===== config.mk =====
export PLATFORM = sky130hd
export DESIGN_NAME = serial_sub5
export DESIGN_NICKNAME = d
export VERILOG_FILES = /design/src/rtl/serial_sub5.sv
export SDC_FILE = /design/constraint.sdc
export NUM_CORES = 1
export LEC_CHECK = 0
export BUFFER_PORTS_ARGS = -buffer_cell sky130_fd_sc_hd__buf_2
export CORE_MARGIN = 2
export CORE_UTILIZATION = 48
export DETAILED_ROUTE_END_ITERATION = 7
export GPL_TIMING_DRIVEN = 0
export MAX_ROUTING_LAYER = met4
export PLACE_DENSITY_LB_ADDON = 0.2
export SYNTH_ARGS = -nofsm -noshare
export SYNTH_HDL_FRONTEND = slang
export SYNTH_SLANG_ARGS = --single-unit

===== constraint.sdc =====
create_clock -name clock -period 1.68 [get_ports clock]
set_clock_uncertainty 0.1 [all_clocks]
set_input_delay 0.168 -clock clock [delete_from_list [all_inputs] [get_ports clock]]
set_output_delay 0.168 -clock clock [all_outputs]
set_load 0.02 [all_outputs]

===== src/rtl/serial_sub5.sv =====
// Bit-serial subtractor: x - y, LSB first, one full-adder cell (a + ~b + carry).
// Fixed latency of WIDTH+1 edges from start acceptance to the done pulse.
module serial_sub5 #(
   parameter int unsigned WIDTH = 5
) (
   input  logic             clock,
   input  logic             reset,
   input  logic             start,
   input  logic [WIDTH-1:0] x,
   input  logic [WIDTH-1:0] y,
   output logic [WIDTH-1:0] diff,
   output logic             borrowOut,
   output logic             overflow,
   output logic             busy,
   output logic             done
);

   localparam int unsigned CNT_W = (WIDTH > 1) ? $clog2(WIDTH) : 1;

   typedef enum logic [1:0] {IDLE, RUN, DONE} state_t;

   state_t             state_q, state_d;
   logic [WIDTH-1:0]   xs_q, xs_d;
   logic [WIDTH-1:0]   ys_q, ys_d;
   logic [WIDTH-1:0]   res_q, res_d;
   logic [WIDTH-1:0]   diff_q, diff_d;
   logic [CNT_W-1:0]   cnt_q, cnt_d;
   logic               carry_q, carry_d;
   logic               borrow_q, borrow_d;
   logic               ovf_q, ovf_d;
   logic               busy_q, busy_d;
   logic               done_q, done_d;

   logic               nb_c;
   logic               sum_c;
   logic               cout_c;
   logic [WIDTH-1:0]   res_shift_c;

   // Next-state, datapath and registered-output computation
   always_comb begin
      state_d  = state_q;
      xs_d     = xs_q;
      ys_d     = ys_q;
      res_d    = res_q;
      diff_d   = diff_q;
      cnt_d    = cnt_q;
      carry_d  = carry_q;
      borrow_d = borrow_q;
      ovf_d    = ovf_q;

      nb_c   = ~ys_q[0];
      sum_c  = xs_q[0] ^ nb_c ^ carry_q;
      cout_c = (xs_q[0] & nb_c) | (xs_q[0] & carry_q) | (nb_c & carry_q);

      // Result register fills from the MSB side
      res_shift_c            = res_q >> 1;
      res_shift_c[WIDTH-1]   = sum_c;

      case (state_q)
         IDLE: begin
            if (start) begin
               state_d = RUN;
               xs_d    = x;
               ys_d    = y;
               carry_d = 1'b1;
               cnt_d   = '0;
            end
         end
         RUN: begin
            carry_d = cout_c;
            res_d   = res_shift_c;
            xs_d    = xs_q >> 1;
            ys_d    = ys_q >> 1;
            cnt_d   = cnt_q + CNT_W'(1);
            if (cnt_q == CNT_W'(WIDTH - 1)) begin
               state_d  = DONE;
               diff_d   = res_shift_c;
               borrow_d = ~cout_c;
               // xs_q[0]/ys_q[0] now hold the operand sign bits
               ovf_d    = (xs_q[0] ^ ys_q[0]) & (sum_c ^ xs_q[0]);
            end
         end
         DONE: begin
            state_d = IDLE;
         end
         default: begin
            state_d = IDLE;
         end
      endcase

      busy_d = (state_d != IDLE);
      done_d = (state_d == DONE);
   end

   always_ff @(posedge clock) begin
      if (reset) begin
         state_q  <= IDLE;
         xs_q     <= '0;
         ys_q     <= '0;
         res_q    <= '0;
         diff_q   <= '0;
         cnt_q    <= '0;
         carry_q  <= 1'b0;
         borrow_q <= 1'b0;
         ovf_q    <= 1'b0;
         busy_q   <= 1'b0;
         done_q   <= 1'b0;
      end else begin
         state_q  <= state_d;
         xs_q     <= xs_d;
         ys_q     <= ys_d;
         res_q    <= res_d;
         diff_q   <= diff_d;
         cnt_q    <= cnt_d;
         carry_q  <= carry_d;
         borrow_q <= borrow_d;
         ovf_q    <= ovf_d;
         busy_q   <= busy_d;
         done_q   <= done_d;
      end
   end

   assign diff      = diff_q;
   assign borrowOut = borrow_q;
   assign overflow  = ovf_q;
   assign busy      = busy_q;
   assign done      = done_q;

endmodule


Word level (Yosys, flattened, before mapping). Cells that the tools add are included.

Register bits after elaboration: 30. Logic and storage cells: 44.

$add $sub $neg: 1. Equal/unequal tests: 4. Muxes and demuxes: 11. Bitwise gates (word level): 12. Reductions and logical operators: 5.

Operator list (count): 5-bit one-hot mux with 2 select lines (2); 5-bit two-way mux (2); 3-bit one-hot mux with 2 select lines (1); 1-bit bitwise AND (4); 2-bit two-way mux (2); 2-bit one-hot mux with 2 select lines (1); 2-bit AND reduction (2); 2-bit nonzero test (2); 1-bit XOR (4); 3-bit by 1-bit adder with 3-bit output (second input constant) (1); 3-bit equality test (second input constant) (1); 3-bit two-way mux (1); 2-bit by 1-bit equality test with 1-bit output (second input constant) (1); 2-bit equality test (second input constant) (1); 2-bit logical NOT (1); 2-bit inequality test (second input constant) (1); 1-bit NOT (2); 1-bit OR (2); 1-bit one-hot mux with 2 select lines (1); 1-bit two-way mux (1).

Longest topological paths before layout. Gate-level depths: netlist (run 1).

Depth in word-level cells: 5. Gate-level depth with buffers: 6. Depth with buffers taken out: 5.

Worst setup path after synthesis (run 1). OpenSTA, ideal clock, no wires.

Path type: flip-flop to flip-flop. Start: register xs_q[0]. End: register ovf_q, in the netlist overflow. Arrival: 1.540 ns. Data required time: 1.512 ns. Setup slack: -0.028 ns. Stages on the path, launching flop included: 6. Buffers on the path: 0. Period minus slack after synthesis: 1.708 ns. Path through: dfxtp_1 > inv_1 > fa_1 > xor2_1 > or3_1 > a21oi_2.

Cells in the longest elaborated chain, start to end: 4.

RTL lines: start, declared (line 23) `logic [WIDTH-1:0] xs_q, xs_d;`; start signal, assigned (line 110) `xs_q <= xs_d;`; 1-bit XOR (2 in series) (line 52) `sum_c = xs_q[0] ^ nb_c ^ carry_q;`; 1-bit XOR (line 80) `ovf_d = (xs_q[0] ^ ys_q[0]) & (sum_c ^ xs_q[0]);`; 1-bit bitwise AND * (line 80); end signal, assigned (line 117) `ovf_q <= ovf_d;`; end, declared (line 30) `logic ovf_q, ovf_d;`.

Every way passes the cells marked *; elsewhere a longest branch is shown, timed or not. A chain may end at the register's enable or synchronous reset.

Worst setup path in the final report (run 1).
Start: register carry_q. End: register ovf_q, in the netlist overflow.

Cells in the longest elaborated chain, start to end: 3.

RTL lines: start, declared (line 28) `logic carry_q, carry_d;`; start signal, assigned (line 115) `carry_q <= carry_d;`; 1-bit XOR (line 52); 1-bit XOR (line 80); 1-bit bitwise AND (line 80).

No other way between the ends.

==> metrics.log, run 1 <==
INFO  metric grt.busiest_layer = met2
INFO  metric tritoncts_buffers = 5
INFO  metric max_slew_margin = 67.6%
INFO  metric setup_repair_after_global_routing_missed_its_margin = true
INFO  metric ff_latch_count_synth = 29
INFO  metric status = finished clean
INFO  metric muxShareOfSynthArea = 12.6%
INFO  metric holdPathStages = 2
INFO  metric via_count_of_the_first_global_routing_pass = 951
INFO  metric path_cells = inv_2 -> fa_1 -> xor2_1 -> or3_1 -> a21oi_2
INFO  metric ys.warnings.count = 0
INFO  metric worst_pin_slew = 0.486 ns
INFO  metric final-instance-count-excl-fill = 182
INFO  metric layout_cell_share_with_drive_strength_beyond_1 = 35.5%
INFO  metric grt_max_degree = 11
INFO  metric timing.max_cap.violations = 0
INFO  metric floorplan.initialDensity = 50.9%
INFO  metric async_reset_ff_share = 0%
INFO  metric vias_per_cell = 5.13
INFO  metric clockRootBuffer = sky130_fd_sc_hd__clkbuf_4
INFO  metric die_footprint = 0.00308 mm2
INFO  metric synthXorXnorAreaFrac = 0.688%
INFO  metric fin_crit = 1.66 ns
INFO  metric groute.layer.met1.usage = 19.3%
INFO  metric groute.layer.met3.usage = 4.92%
INFO  metric mostFrequentLayoutCell = sky130_fd_sc_hd__dfxtp_1
INFO  metric critPathCaptureType = register
INFO  metric finalMaxSlewViolations = 0
INFO  metric grt_util_all_layers = 17.8%
INFO  metric final_core_util = 60.8%
INFO  metric slowest_delay = 0.51 ns
INFO  metric postRouteAntennaNets = 0
INFO  metric setup_total_negative_slack = 0 ns
INFO  metric core_area = 0.00250 mm2
INFO  metric synth_cells = 120
INFO  metric irDropWorstVdd = 0.659 mV
INFO  metric ctsLongestPathBuffers = 2
INFO  metric final.period_utilization = 98.8%
INFO  metric die_height = 55.5 um
INFO  metric most_frequent_cells_in_the_layout = sky130_fd_sc_hd__dfxtp_1, sky130_fd_sc_hd__nor2_1, sky130_fd_sc_hd__buf_2, sky130_fd_sc_hd__mux2i_1, sky130_fd_sc_hd__a211oi_2
INFO  metric syn_avg_cell_area = 10.6 um2
INFO  metric htreeDepth = 2
INFO  metric seq_area_frac_synth = 45.6%
INFO  metric worst-r2r-cell-count = 5
INFO  metric placed_cells_incl_taps = 170
INFO  metric synth_simple_gate_area_share = 13.2%
INFO  metric weighted_congestion_reported_at_the_end_of_routability_driven_placement = 0.768
INFO  metric cellPowerDensity = 936 mW/mm2
INFO  metric port_buffers = 20
INFO  metric antenna_found_initial = 0
INFO  metric cts.sink_count = 29
INFO  metric detailed_place_hpwl = 1.67 mm
INFO  metric synth_fa_ha_area_share = 4.52%
INFO  metric critPathLaunchType = register
INFO  metric worstSetupPathType = reg -> reg
INFO  metric drtPass1Iterations = 4
INFO  metric rows = 18
INFO  metric grt_first_pass_wirelength = 4.13 mm
INFO  metric synth.lib_cells_used.distinct = 31
INFO  metric pin_count = 22
INFO  metric remaining_drcs = 0
INFO  metric global_routing_met2_resource_utilization = 29.6%
INFO  metric worst_path_max_fanout = 2
INFO  metric grt_overflow_total = 0
INFO  metric timing.final.hold_violations = 0
INFO  metric diodes = 0
INFO  metric tritoncts_clock_tree = yes
INFO  metric fmaxAchievable = 602 MHz
INFO  metric clock_pin_slew_reported_for_the_worst_setup_and_hold_paths_after_clock_tree_synthesis = 0.09 ns
INFO  metric synth_compound_gate_area_share = 15.2%
INFO  metric totalWireLength = 2.35 mm
INFO  metric reported_leakage_power = 0.690 nW
INFO  metric syn-cell-area = 0.00127 mm2
INFO  metric dominantRegCellSynth = sky130_fd_sc_hd__dfxtp_1
INFO  metric clock_latency = 0.32 ns
INFO  metric die_width = 55.5 um
INFO  metric crit_arrival = 1.82 ns
INFO  metric synth_top_family_by_area = compound AO/OA/AOI/OAI gates
INFO  metric syn_nets = 137
INFO  metric worstPathRequired = 1.84 ns
INFO  metric routed-via-count = 934
INFO  metric layout.nets = 168
INFO  metric avgRoutedWirePerCell = 12.9 um
INFO  metric hold_class = in -> reg
INFO  metric synth_enable_flop_cells = 0
INFO  metric violation_count_after_the_first_detailed_routing_iteration = 13
INFO  metric synthToLayoutAreaGrowth = 19.4%
INFO  metric setup_violations = 0
INFO  metric critical_path.slowest_cell = sky130_fd_sc_hd__fa_1
## through the flow
stage / area [um2] / worst slack, ns / hold WS [ns] / power (mW)
2_1_floorplan: 1270 / 0.0204 / 0.216 / 0.897
3_3_place_gp: 1410 / -0.0652 / 0.309 / 0.936
3_5_place_dp: 1410 / -0.0691 / 0.326 / 0.943
4_1_cts: 1520 / 0.00561 / 0.0806 / 1.44
5_1_grt: 1520 / -0.0245 / 0.0885 / 1.49
6_report: 1520 / 0.0195 / 0.0836 / 1.42
## per-layer routing
layer  part of all wire [%]  up-vias  routed length (um)
met5                      0        -                   0
met4                    2.3        0                  55
met1                     43      429                1020
met2                     49       25                1160
li1                       -      471                   -
met3                    4.7        9                 111
## kinds of logic after synthesis
kind of cell / count (synthesis)
compound gates: 20
xor+xnor: 1
fa+ha+maj: 4
buf+inv: 14
flops: 29
mux: 16
simple gates: 36
## critical path, delay by kind of cell (launching register included)
family,cells,cell delay (ns)
XOR/XNOR,1,0.16
buffers and inverters,1,0.04
AO/OA/AOI/OAI,1,0.14
adder cells (fa/ha/maj),1,0.51
AND/OR/NAND/NOR,1,0.32
flip-flops,1,0.33
## where the power goes
group	switching, mW	internal [mW]
Sequential	0.0197	0.721
Combinational	0.102	0.101
Clock	0.236	0.242
## worst paths after layout
kind | start | end | slack [ns]
worst max-delay path | carry_q | overflow | 0.02
worst min register to register | overflow | overflow | 0.37
worst max register to register | carry_q | overflow | 0.02
worst min-delay path | reset | xs_q[0] | 0.08
## state kept, by name, summed over array words and instances, names as in the netlist
name and count:
borrowOut 1, busy 1, carry_q 1, cnt_q 3
diff 5, done 1, overflow 1, res_q 4
state_q 2, xs_q 5, ys_q 5
## area by class of cell
class	count	area, um2
plain buffers	9	85.1
well taps	30	37.5
inverters	5	18.8
multi-input cells	77	588
repair buffers	24	135
flip-flops and latches	29	584
clock inverters	1	5.00
clock buffers	7	65.1
fillers	216	981
## timing repair
item / 4_1_cts / 5_1_grt
setup endpoints to repair: 1 / 1
hold buffers: 2 / 0
gates resized for setup: 1 / 2
setup buffers: 2 / 0
hold endpoints to repair: 2 / 0
pin swaps: 1 / 0
## synthesized netlist by cell type, types with 2 or more instances
| cell type | instances | share of area [%] |
|---|---|---|
| sky130_fd_sc_hd__a211oi_2 | 8 | 7.9 |
| sky130_fd_sc_hd__a21oi_1 | 2 | 0.79 |
| sky130_fd_sc_hd__a22oi_1 | 3 | 1.8 |
| sky130_fd_sc_hd__buf_6 | 4 | 3.5 |
| sky130_fd_sc_hd__clkbuf_1 | 2 | 0.59 |
| sky130_fd_sc_hd__dfxtp_1 | 29 | 46 |
| sky130_fd_sc_hd__ha_1 | 3 | 3.0 |
| sky130_fd_sc_hd__inv_1 | 5 | 1.5 |
| sky130_fd_sc_hd__mux2i_1 | 16 | 13 |
| sky130_fd_sc_hd__nand2_1 | 5 | 1.5 |
| sky130_fd_sc_hd__nor2_1 | 22 | 6.5 |
| sky130_fd_sc_hd__nor2_2 | 2 | 0.98 |
Note: power is estimated with default switching activity, not from simulation.
==> inputs of run 2 (changes only) <==
--- a/config.mk
+++ b/config.mk
@@ -12,6 +12,7 @@
 export GPL_TIMING_DRIVEN = 0
 export MAX_ROUTING_LAYER = met4
 export PLACE_DENSITY_LB_ADDON = 0.2
+export RECOVER_POWER = 50
 export SYNTH_ARGS = -nofsm -noshare
 export SYNTH_HDL_FRONTEND = slang
 export SYNTH_SLANG_ARGS = --single-unit
==> metrics.log, run 2 (synthesized netlist as in run 1, its figures left out) <==
INFO  metric status = finished clean (unchanged)
INFO  metric grt_util_all_layers = 17.8% (unchanged)
INFO  metric final.period_utilization = 98.9% (was 98.8%)
INFO  metric synthToLayoutAreaGrowth = 16.6% (was 19.4%)
INFO  metric timing.final.hold_violations = 0 (unchanged)
INFO  metric setup_repair_after_global_routing_missed_its_margin = true (unchanged)
INFO  metric rows = 18 (unchanged)
INFO  metric holdPathStages = 2 (unchanged)
INFO  metric groute.layer.met1.usage = 19.3% (unchanged)
INFO  metric finalMaxSlewViolations = 0 (unchanged)
INFO  metric critPathLaunch = carry_q (unchanged)
INFO  metric layout_cell_share_with_drive_strength_beyond_1 = 28.3% (was 35.5%)
INFO  metric htreeDepth = 2 (unchanged)
INFO  metric pin_count = 22 (unchanged)
INFO  metric detailed_place_hpwl = 1.67 mm (unchanged)
INFO  metric antenna_found_initial = 0 (unchanged)
INFO  metric reg2reg_setup_slack = 0.02 ns (about the same)
INFO  metric grt_overflow_total = 0 (unchanged)
INFO  metric setup_total_negative_slack = 0 ns (unchanged)
INFO  metric critPathCaptureType = register (unchanged)
INFO  metric via_count_of_the_first_global_routing_pass = 951 (unchanged)
INFO  metric ctsLongestPathBuffers = 2 (unchanged)
INFO  metric drtPass1Iterations = 4 (unchanged)
INFO  metric grt_max_degree = 11 (unchanged)
INFO  metric clock_pin_slew_reported_for_the_worst_setup_and_hold_paths_after_clock_tree_synthesis = 0.09 ns (about the same)
INFO  metric die_footprint = 0.00308 mm2 (unchanged)
INFO  metric worst_pin_slew = 0.602 ns (was 0.486 ns)
INFO  metric postRouteAntennaNets = 0 (unchanged)
INFO  metric grt.busiest_layer = met2 (unchanged)
INFO  metric clock_latency = 0.32 ns (about the same)
INFO  metric intPower = 1.06 mW (about the same)
INFO  metric groute.layer.met3.usage = 4.92% (unchanged)
INFO  metric weighted_congestion_reported_at_the_end_of_routability_driven_placement = 0.768 (unchanged)
INFO  metric worst_path_max_fanout = 2 (unchanged)
INFO  metric vias_per_cell = 5.14 (was 5.13)
INFO  metric global_routing_met2_resource_utilization = 29.6% (unchanged)
INFO  metric setup_violations = 0 (unchanged)
INFO  metric routed-via-count = 935 (was 934)
INFO  metric remaining_drcs = 0 (unchanged)
INFO  metric power.combinational.fraction = 13.9% (was 14.3%)
INFO  metric p_switching = 354 uW (was 358 uW)
INFO  metric irDropWorstVdd = 0.658 mV (was 0.659 mV)
INFO  metric most_frequent_cells_in_the_layout = sky130_fd_sc_hd__dfxtp_1, sky130_fd_sc_hd__nor2_1, sky130_fd_sc_hd__mux2i_1, sky130_fd_sc_hd__clkbuf_1, sky130_fd_sc_hd__buf_2 (was sky130_fd_sc_hd__dfxtp_1, sky130_fd_sc_hd__nor2_1, sky130_fd_sc_hd__buf_2, sky130_fd_sc_hd__mux2i_1, sky130_fd_sc_hd__a211oi_2)
INFO  metric worst-r2r-cell-count = 5 (unchanged)
INFO  metric detailed_place.area = 0.00141 mm2 (unchanged)
INFO  metric reported_leakage_power = 0.638 nW (was 0.690 nW)
INFO  metric layout.filler_cells = 227 (was 216)
INFO  metric grt_first_pass_wirelength = 4.13 mm (unchanged)
INFO  metric mostFrequentLayoutCell = sky130_fd_sc_hd__dfxtp_1 (unchanged)
INFO  metric die_height = 55.5 um (unchanged)
INFO  metric worstPathRequired = 1.84 ns (about the same)
INFO  metric tritoncts_clock_tree = yes (unchanged)
INFO  metric critPathLaunchType = register (unchanged)
INFO  metric hold_class = in -> reg (unchanged)
INFO  metric tritoncts_buffers = 5 (unchanged)
INFO  metric diodes = 0 (unchanged)
INFO  metric sequentialPowerShare = 52.4% (was 52.1%)
INFO  metric violation_count_after_the_first_detailed_routing_iteration = 12 (was 13)
INFO  metric fmaxAchievable = 602 MHz (about the same)
INFO  metric rr_startpoint = carry_q (unchanged)
INFO  metric core_area = 0.00250 mm2 (unchanged)
INFO  metric clockRootBuffer = sky130_fd_sc_hd__clkbuf_4 (unchanged)
INFO  metric crit_arrival = 1.82 ns (about the same)
INFO  metric sw_frac_of_total = 25.1% (was 25.2%)
INFO  metric die_width = 55.5 um (unchanged)
INFO  metric totalWireLength = 2.31 mm (was 2.35 mm)
INFO  metric final_instance_area = 0.00148 mm2 (was 0.00152 mm2)
INFO  metric floorplan.initialDensity = 50.9% (unchanged)
INFO  metric worstSetupPathType = reg -> reg (unchanged)
INFO  metric avgRoutedWirePerCell = 12.7 um (was 12.9 um)
INFO  metric critPathCapture = overflow (unchanged)
INFO  metric cts.sink_count = 29 (unchanged)
INFO  metric cellPowerDensity = 952 mW/mm2 (was 936 mW/mm2)
INFO  metric power_frac_clock = 33.7% (was 33.6%)
INFO  metric fin_crit = 1.66 ns (about the same)
INFO  metric port_buffers = 20 (unchanged)
INFO  metric max_slew_margin = 59.8% (was 67.6%)
INFO  metric timing.max_cap.violations = 0 (unchanged)
INFO  metric r2r_path_end = overflow (unchanged)
INFO  metric layout.nets = 168 (unchanged)
[run 2: worst max-delay path, stage by stage, from the launching register on]
cell and delay, ns:
sky130_fd_sc_hd__dfxtp_2 0.33, sky130_fd_sc_hd__inv_2 0.04, sky130_fd_sc_hd__fa_1 0.51, sky130_fd_sc_hd__xor2_1 0.16, sky130_fd_sc_hd__or3_1 0.32, sky130_fd_sc_hd__a21oi_2 0.14
[run 2: power by group through the flow]
stage	registers [mW]	clock network, mW	logic [mW]
after floorplan	0.754	0	0.143
after global routing	0.746	0.522	0.218
after global placement	0.755	0	0.181
final	0.740	0.476	0.196
after CTS	0.740	0.492	0.205
after detailed placement	0.757	0	0.186
[run 2: per-layer routing]
layer	vias to the layer above	wire length (um)
li1	472	-
met1	430	968
met2	26	1180
met3	7	115
met4	0	48
met5	-	0
[run 2: how the worst min path moves through the flow]
stage / from / endpoint / slack (ns)
floorplan: x[4] / xs_q[4] / 0.22
global placement: y[4] / ys_q[4] / 0.31
detailed placement: x[4] / xs_q[4] / 0.33
CTS: reset / xs_q[0] / 0.08
global route: reset / ys_q[3] / 0.09
finish: reset / xs_q[0] / 0.08
[run 2: timing repair]
action | CTS | global route
gates resized for setup | 1 | 2
hold buffers | 2 | 0
pin swaps | 1 | 0
hold endpoints to repair | 2 | 0
setup endpoints to repair | 1 | 1
buffers inserted | 2 | 0
[run 2: stage by stage]
stage | hold slack, ns | utilization, % | cells | total power [mW] | worst slack [ns]
global route | 0.0885 | 59.4 | 182 | 1.49 | -0.0245
detailed placement | 0.326 | 56.5 | 170 | 0.943 | -0.0691
CTS | 0.0806 | 60.7 | 182 | 1.44 | 0.00561
global placement | 0.309 | 56.5 | 170 | 0.936 | -0.0652
finish | 0.0819 | 59.4 | 182 | 1.41 | 0.0193
floorplan | 0.216 | - | 120 | 0.897 | 0.0204
[run 2: layout make-up]
cell class                      instances  area, um2  share of cell area, %
Tap cell                               30       37.5                   2.53
Clock inverter                          1       5.00                  0.337
Multi-Input combinational cell         77        584                   39.4
Timing Repair Buffer                   24        124                   8.35
Inverter                                5       18.8                   1.26
Buffer                                  9       65.1                   4.38
Clock buffer                            7       65.1                   4.38
Sequential cell                        29        584                   39.4
==> inputs of run 3 (changes only) <==
--- a/config.mk
+++ b/config.mk
@@ -5,9 +5,11 @@
 export SDC_FILE = /design/constraint.sdc
 export NUM_CORES = 1
 export LEC_CHECK = 0
+export ABC_AREA = 1
 export BUFFER_PORTS_ARGS = -buffer_cell sky130_fd_sc_hd__buf_2
 export CORE_MARGIN = 2
-export CORE_UTILIZATION = 48
+export CORE_UTILIZATION = 49
+export CTS_CLUSTER_SIZE = 28
 export DETAILED_ROUTE_END_ITERATION = 7
 export GPL_TIMING_DRIVEN = 0
 export MAX_ROUTING_LAYER = met4
@@ -16,3 +18,4 @@
 export SYNTH_ARGS = -nofsm -noshare
 export SYNTH_HDL_FRONTEND = slang
 export SYNTH_SLANG_ARGS = --single-unit
+export TNS_END_PERCENT = 50
==> metrics.log, run 3 <==
INFO  metric holdPathStages = 4 (was 2)
INFO  metric via_count_of_the_first_global_routing_pass = 1122 (was 951)
INFO  metric grt_overflow_total = 0 (unchanged)
INFO  metric cellPowerDensity = 851 mW/mm2 (was 952 mW/mm2)
INFO  metric ys.warnings.count = 0 (unchanged)
INFO  metric yosysTopAreaCellShare = 41.8% (was 45.6%)
INFO  metric syn_nets = 206 (was 137)
INFO  metric setup_repair_after_global_routing_missed_its_margin = false (was true)
INFO  metric crit_arrival = 1.69 ns (was 1.82 ns)
INFO  metric routed-via-count = 1211 (was 935)
INFO  metric ctsLongestPathBuffers = 2 (unchanged)
INFO  metric setup_violations = 0 (unchanged)
INFO  metric pin_count = 22 (unchanged)
INFO  metric post-synth-top-area-cell = sky130_fd_sc_hd__dfxtp_1 (unchanged)
INFO  metric power.combinational.fraction = 15.2% (was 13.9%)
INFO  metric met3RoutedLength = 123 um (was 115 um)
INFO  metric die_width = 57.2 um (was 55.5 um)
INFO  metric grt_util_all_layers = 18.6% (was 17.8%)
INFO  metric floorplan.initialDensity = 50.8% (was 50.9%)
INFO  metric critPathCaptureType = register (unchanged)
INFO  metric clock_latency = 0.32 ns (about the same)
INFO  metric clock_pin_slew_reported_for_the_worst_setup_and_hold_paths_after_clock_tree_synthesis = 0.10 ns (was 0.09 ns)
INFO  metric core_area = 0.00273 mm2 (was 0.00250 mm2)
INFO  metric sequentialPowerShare = 55.0% (was 52.4%)
INFO  metric finalMaxSlewViolations = 0 (unchanged)
INFO  metric worstPathRequired = 1.85 ns (was 1.84 ns)
INFO  metric critPathLaunchType = input pin (was register)
INFO  metric grt_max_degree = 11 (unchanged)
INFO  metric port_buffers = 20 (unchanged)
INFO  metric mostFrequentLayoutCell = sky130_fd_sc_hd__nand2_1 (was sky130_fd_sc_hd__dfxtp_1)
INFO  metric rr_startpoint = state_q[1] (was carry_q)
INFO  metric diodes = 0 (unchanged)
INFO  metric timing.hold.worst.start = y[0] (was reset)
INFO  metric totalWireLength = 2.67 mm (was 2.31 mm)
INFO  metric worstSetupPathType = in -> reg (was reg -> reg)
INFO  metric max_slew_margin = 68.8% (was 59.8%)
INFO  metric die_footprint = 0.00328 mm2 (was 0.00308 mm2)
INFO  metric tritoncts_buffers = 5 (unchanged)
INFO  metric hold_class = in -> reg (unchanged)
INFO  metric setup_total_negative_slack = 0 ns (unchanged)
INFO  metric die_height = 57.2 um (was 55.5 um)
INFO  metric intPower = 968 uW (was 1.06 mW)
INFO  metric rows = 19 (was 18)
INFO  metric worst-r2r-cell-count = 6 (was 5)
INFO  metric worst_pin_slew = 0.467 ns (was 0.602 ns)
INFO  metric fmaxAchievable = 657 MHz (was 602 MHz)
INFO  metric wirelength_met1 = 1.25 mm (was 968 um)
INFO  metric post-synth-top-count-cell = sky130_fd_sc_hd__nand2_1 (was sky130_fd_sc_hd__dfxtp_1)
INFO  metric sw_frac_of_total = 28.2% (was 25.1%)
INFO  metric cts.sink_count = 29 (unchanged)
INFO  metric synthToLayoutAreaGrowth = 14.0% (was 16.6%)
INFO  metric synth_cells = 189 (was 120)
INFO  metric final_instance_area = 0.00158 mm2 (was 0.00148 mm2)
INFO  metric seq_area_frac_synth = 41.8% (was 45.6%)
INFO  metric antenna_found_initial = 0 (unchanged)
INFO  metric synthTopCellsByCount = sky130_fd_sc_hd__nand2_1, sky130_fd_sc_hd__dfxtp_1, sky130_fd_sc_hd__nor2_1 (was sky130_fd_sc_hd__dfxtp_1, sky130_fd_sc_hd__nor2_1, sky130_fd_sc_hd__mux2i_1)
INFO  metric drtPass1Iterations = 4 (unchanged)
INFO  metric route.top_layer_used = met4 (unchanged)
INFO  metric postRouteAntennaNets = 0 (unchanged)
INFO  metric avgRoutedWirePerCell = 10.6 um (was 12.7 um)
INFO  metric syn_avg_cell_area = 7.35 um2 (was 10.6 um2)
INFO  metric async_reset_ff_share = 0% (unchanged)
INFO  metric tritoncts_clock_tree = yes (unchanged)
INFO  metric detailed_place_hpwl = 1.96 mm (was 1.67 mm)
INFO  metric status = finished clean (unchanged)
INFO  metric final.period_utilization = 90.6% (was 98.9%)
INFO  metric reported_leakage_power = 0.717 nW (was 0.638 nW)
INFO  metric worst_path_max_fanout = 10 (was 2)
INFO  metric ff_latch_count_synth = 29 (unchanged)
INFO  metric layout.filler_cells = 280 (was 227)
INFO  metric layout_cell_share_with_drive_strength_beyond_1 = 15.9% (was 28.3%)
INFO  metric power_frac_clock = 29.8% (was 33.7%)
INFO  metric timing.max_cap.violations = 0 (unchanged)
INFO  metric timing.final.hold_violations = 0 (unchanged)
INFO  metric detailed_place.area = 0.00153 mm2 (was 0.00141 mm2)
INFO  metric clockRootBuffer = sky130_fd_sc_hd__clkbuf_4 (unchanged)
INFO  metric layout.nets = 236 (was 168)
INFO  metric critPathLaunch = reset (was carry_q)
INFO  metric remaining_drcs = 0 (unchanged)
INFO  metric dominantRegCellSynth = sky130_fd_sc_hd__dfxtp_1 (unchanged)
INFO  metric synth_enable_flop_cells = 0 (unchanged)
INFO  metric grt_first_pass_wirelength = 4.59 mm (was 4.13 mm)
INFO  metric p_switching = 380 uW (was 354 uW)
INFO  metric dr_wl_met2 = 1.27 mm (was 1.18 mm)
INFO  metric htreeDepth = 2 (unchanged)
INFO  metric irDropWorstVdd = 0.677 mV (was 0.658 mV)
INFO  metric most_frequent_cells_in_the_layout = sky130_fd_sc_hd__nand2_1, sky130_fd_sc_hd__nor2_1, sky130_fd_sc_hd__dfxtp_1, sky130_fd_sc_hd__inv_1, sky130_fd_sc_hd__a21oi_1 (was sky130_fd_sc_hd__dfxtp_1, sky130_fd_sc_hd__nor2_1, sky130_fd_sc_hd__mux2i_1, sky130_fd_sc_hd__clkbuf_1, sky130_fd_sc_hd__buf_2)
INFO  metric syn-cell-area = 0.00139 mm2 (was 0.00127 mm2)
INFO  metric violation_count_after_the_first_detailed_routing_iteration = 30 (was 12)
INFO  metric synth.lib_cells_used.distinct = 21 (was 31)
INFO  metric weighted_congestion_reported_at_the_end_of_routability_driven_placement = 0.821 (was 0.768)
INFO  metric post_synth_main_area_contributors = sky130_fd_sc_hd__dfxtp_1, sky130_fd_sc_hd__nand2_1, sky130_fd_sc_hd__nor2_1, sky130_fd_sc_hd__inv_1, sky130_fd_sc_hd__a21oi_1 (was sky130_fd_sc_hd__dfxtp_1, sky130_fd_sc_hd__mux2i_1, sky130_fd_sc_hd__a211oi_2, sky130_fd_sc_hd__nor2_1, sky130_fd_sc_hd__buf_6)
INFO  metric vias_per_cell = 4.82 (was 5.14)
INFO  metric fin_crit = 1.52 ns (was 1.66 ns)
INFO  metric final_core_util = 57.9% (was 59.4%)
INFO  metric finalPower = 1.35 mW (was 1.41 mW)
## run 3: path summary, 6_finish.rpt
path	endpoint	slack, ns
min	ys_q[0]	0.06
max reg2reg	xs_q[1]	0.19
max	cnt_q[0]	0.16
min reg2reg	res_q[1]	0.36
## run 3: worst max-delay path, cell delays in order
cell and delay, ns:
sky130_fd_sc_hd__dlygate4sd3_1 0.52, sky130_fd_sc_hd__buf_2 0.16, sky130_fd_sc_hd__inv_1 0.14, sky130_fd_sc_hd__clkbuf_1 0.40, sky130_fd_sc_hd__o21ai_0 0.16, sky130_fd_sc_hd__a21oi_1 0.13
## run 3: cell type report
type | instances | area [um2] | area share, %
buffer | 8 | 61.3 | 3.87
clock buffer | 6 | 41.3 | 2.61
clock inverter | 2 | 10.0 | 0.632
inverter | 30 | 115 | 7.27
multi-input combinational | 122 | 616 | 38.9
sequential | 29 | 582 | 36.8
tap | 31 | 38.8 | 2.45
timing repair buffer | 23 | 119 | 7.51
## run 3: logic make-up after synthesis
logic type / after synthesis / share of synthesized area [%]
buf+inv: 38 / 13.3
compound gates: 24 / 8.65
simple gates: 94 / 32.1
flops: 29 / 41.8
fa+ha+maj: 4 / 4.14
## run 3: metrics by stage
step | std cells | worst slack (ns) | hold WS, ns
2_1_floorplan | 189 | 0.240 | 0.137
3_3_place_gp | 240 | 0.165 | 0.325
3_5_place_dp | 240 | 0.145 | 0.330
4_1_cts | 250 | 0.109 | 0.00146
5_1_grt | 251 | 0.0280 | 0.0607
6_report | 251 | 0.158 | 0.0621
## run 3: timing repair
action                                  4_1_cts  5_1_grt
hold endpoints to repair                      6        1
hold buffers                                  2        1
gates resized for setup                       0        1
endpoints found under the setup margin        0        1
buffers inserted                              0        0
## run 3: power groups by stage
stage          combinational (mW)  sequential (mW)  clock, mW
2_1_floorplan               0.154            0.755          0
3_3_place_gp                0.198            0.755          0
5_1_grt                     0.235            0.745      0.449
3_5_place_dp                0.206            0.756          0
4_1_cts                     0.209            0.740      0.415
6_report                    0.205            0.741      0.402
## run 3: layer usage
| layer | track usage (%) | up-vias |
|---|---|---|
| met5 | - | - |
| met4 | 7.31 | 0 |
| met3 | 5.90 | 4 |
| met2 | 30.4 | 25 |
| met1 | 21.3 | 542 |
| li1 | - | 640 |
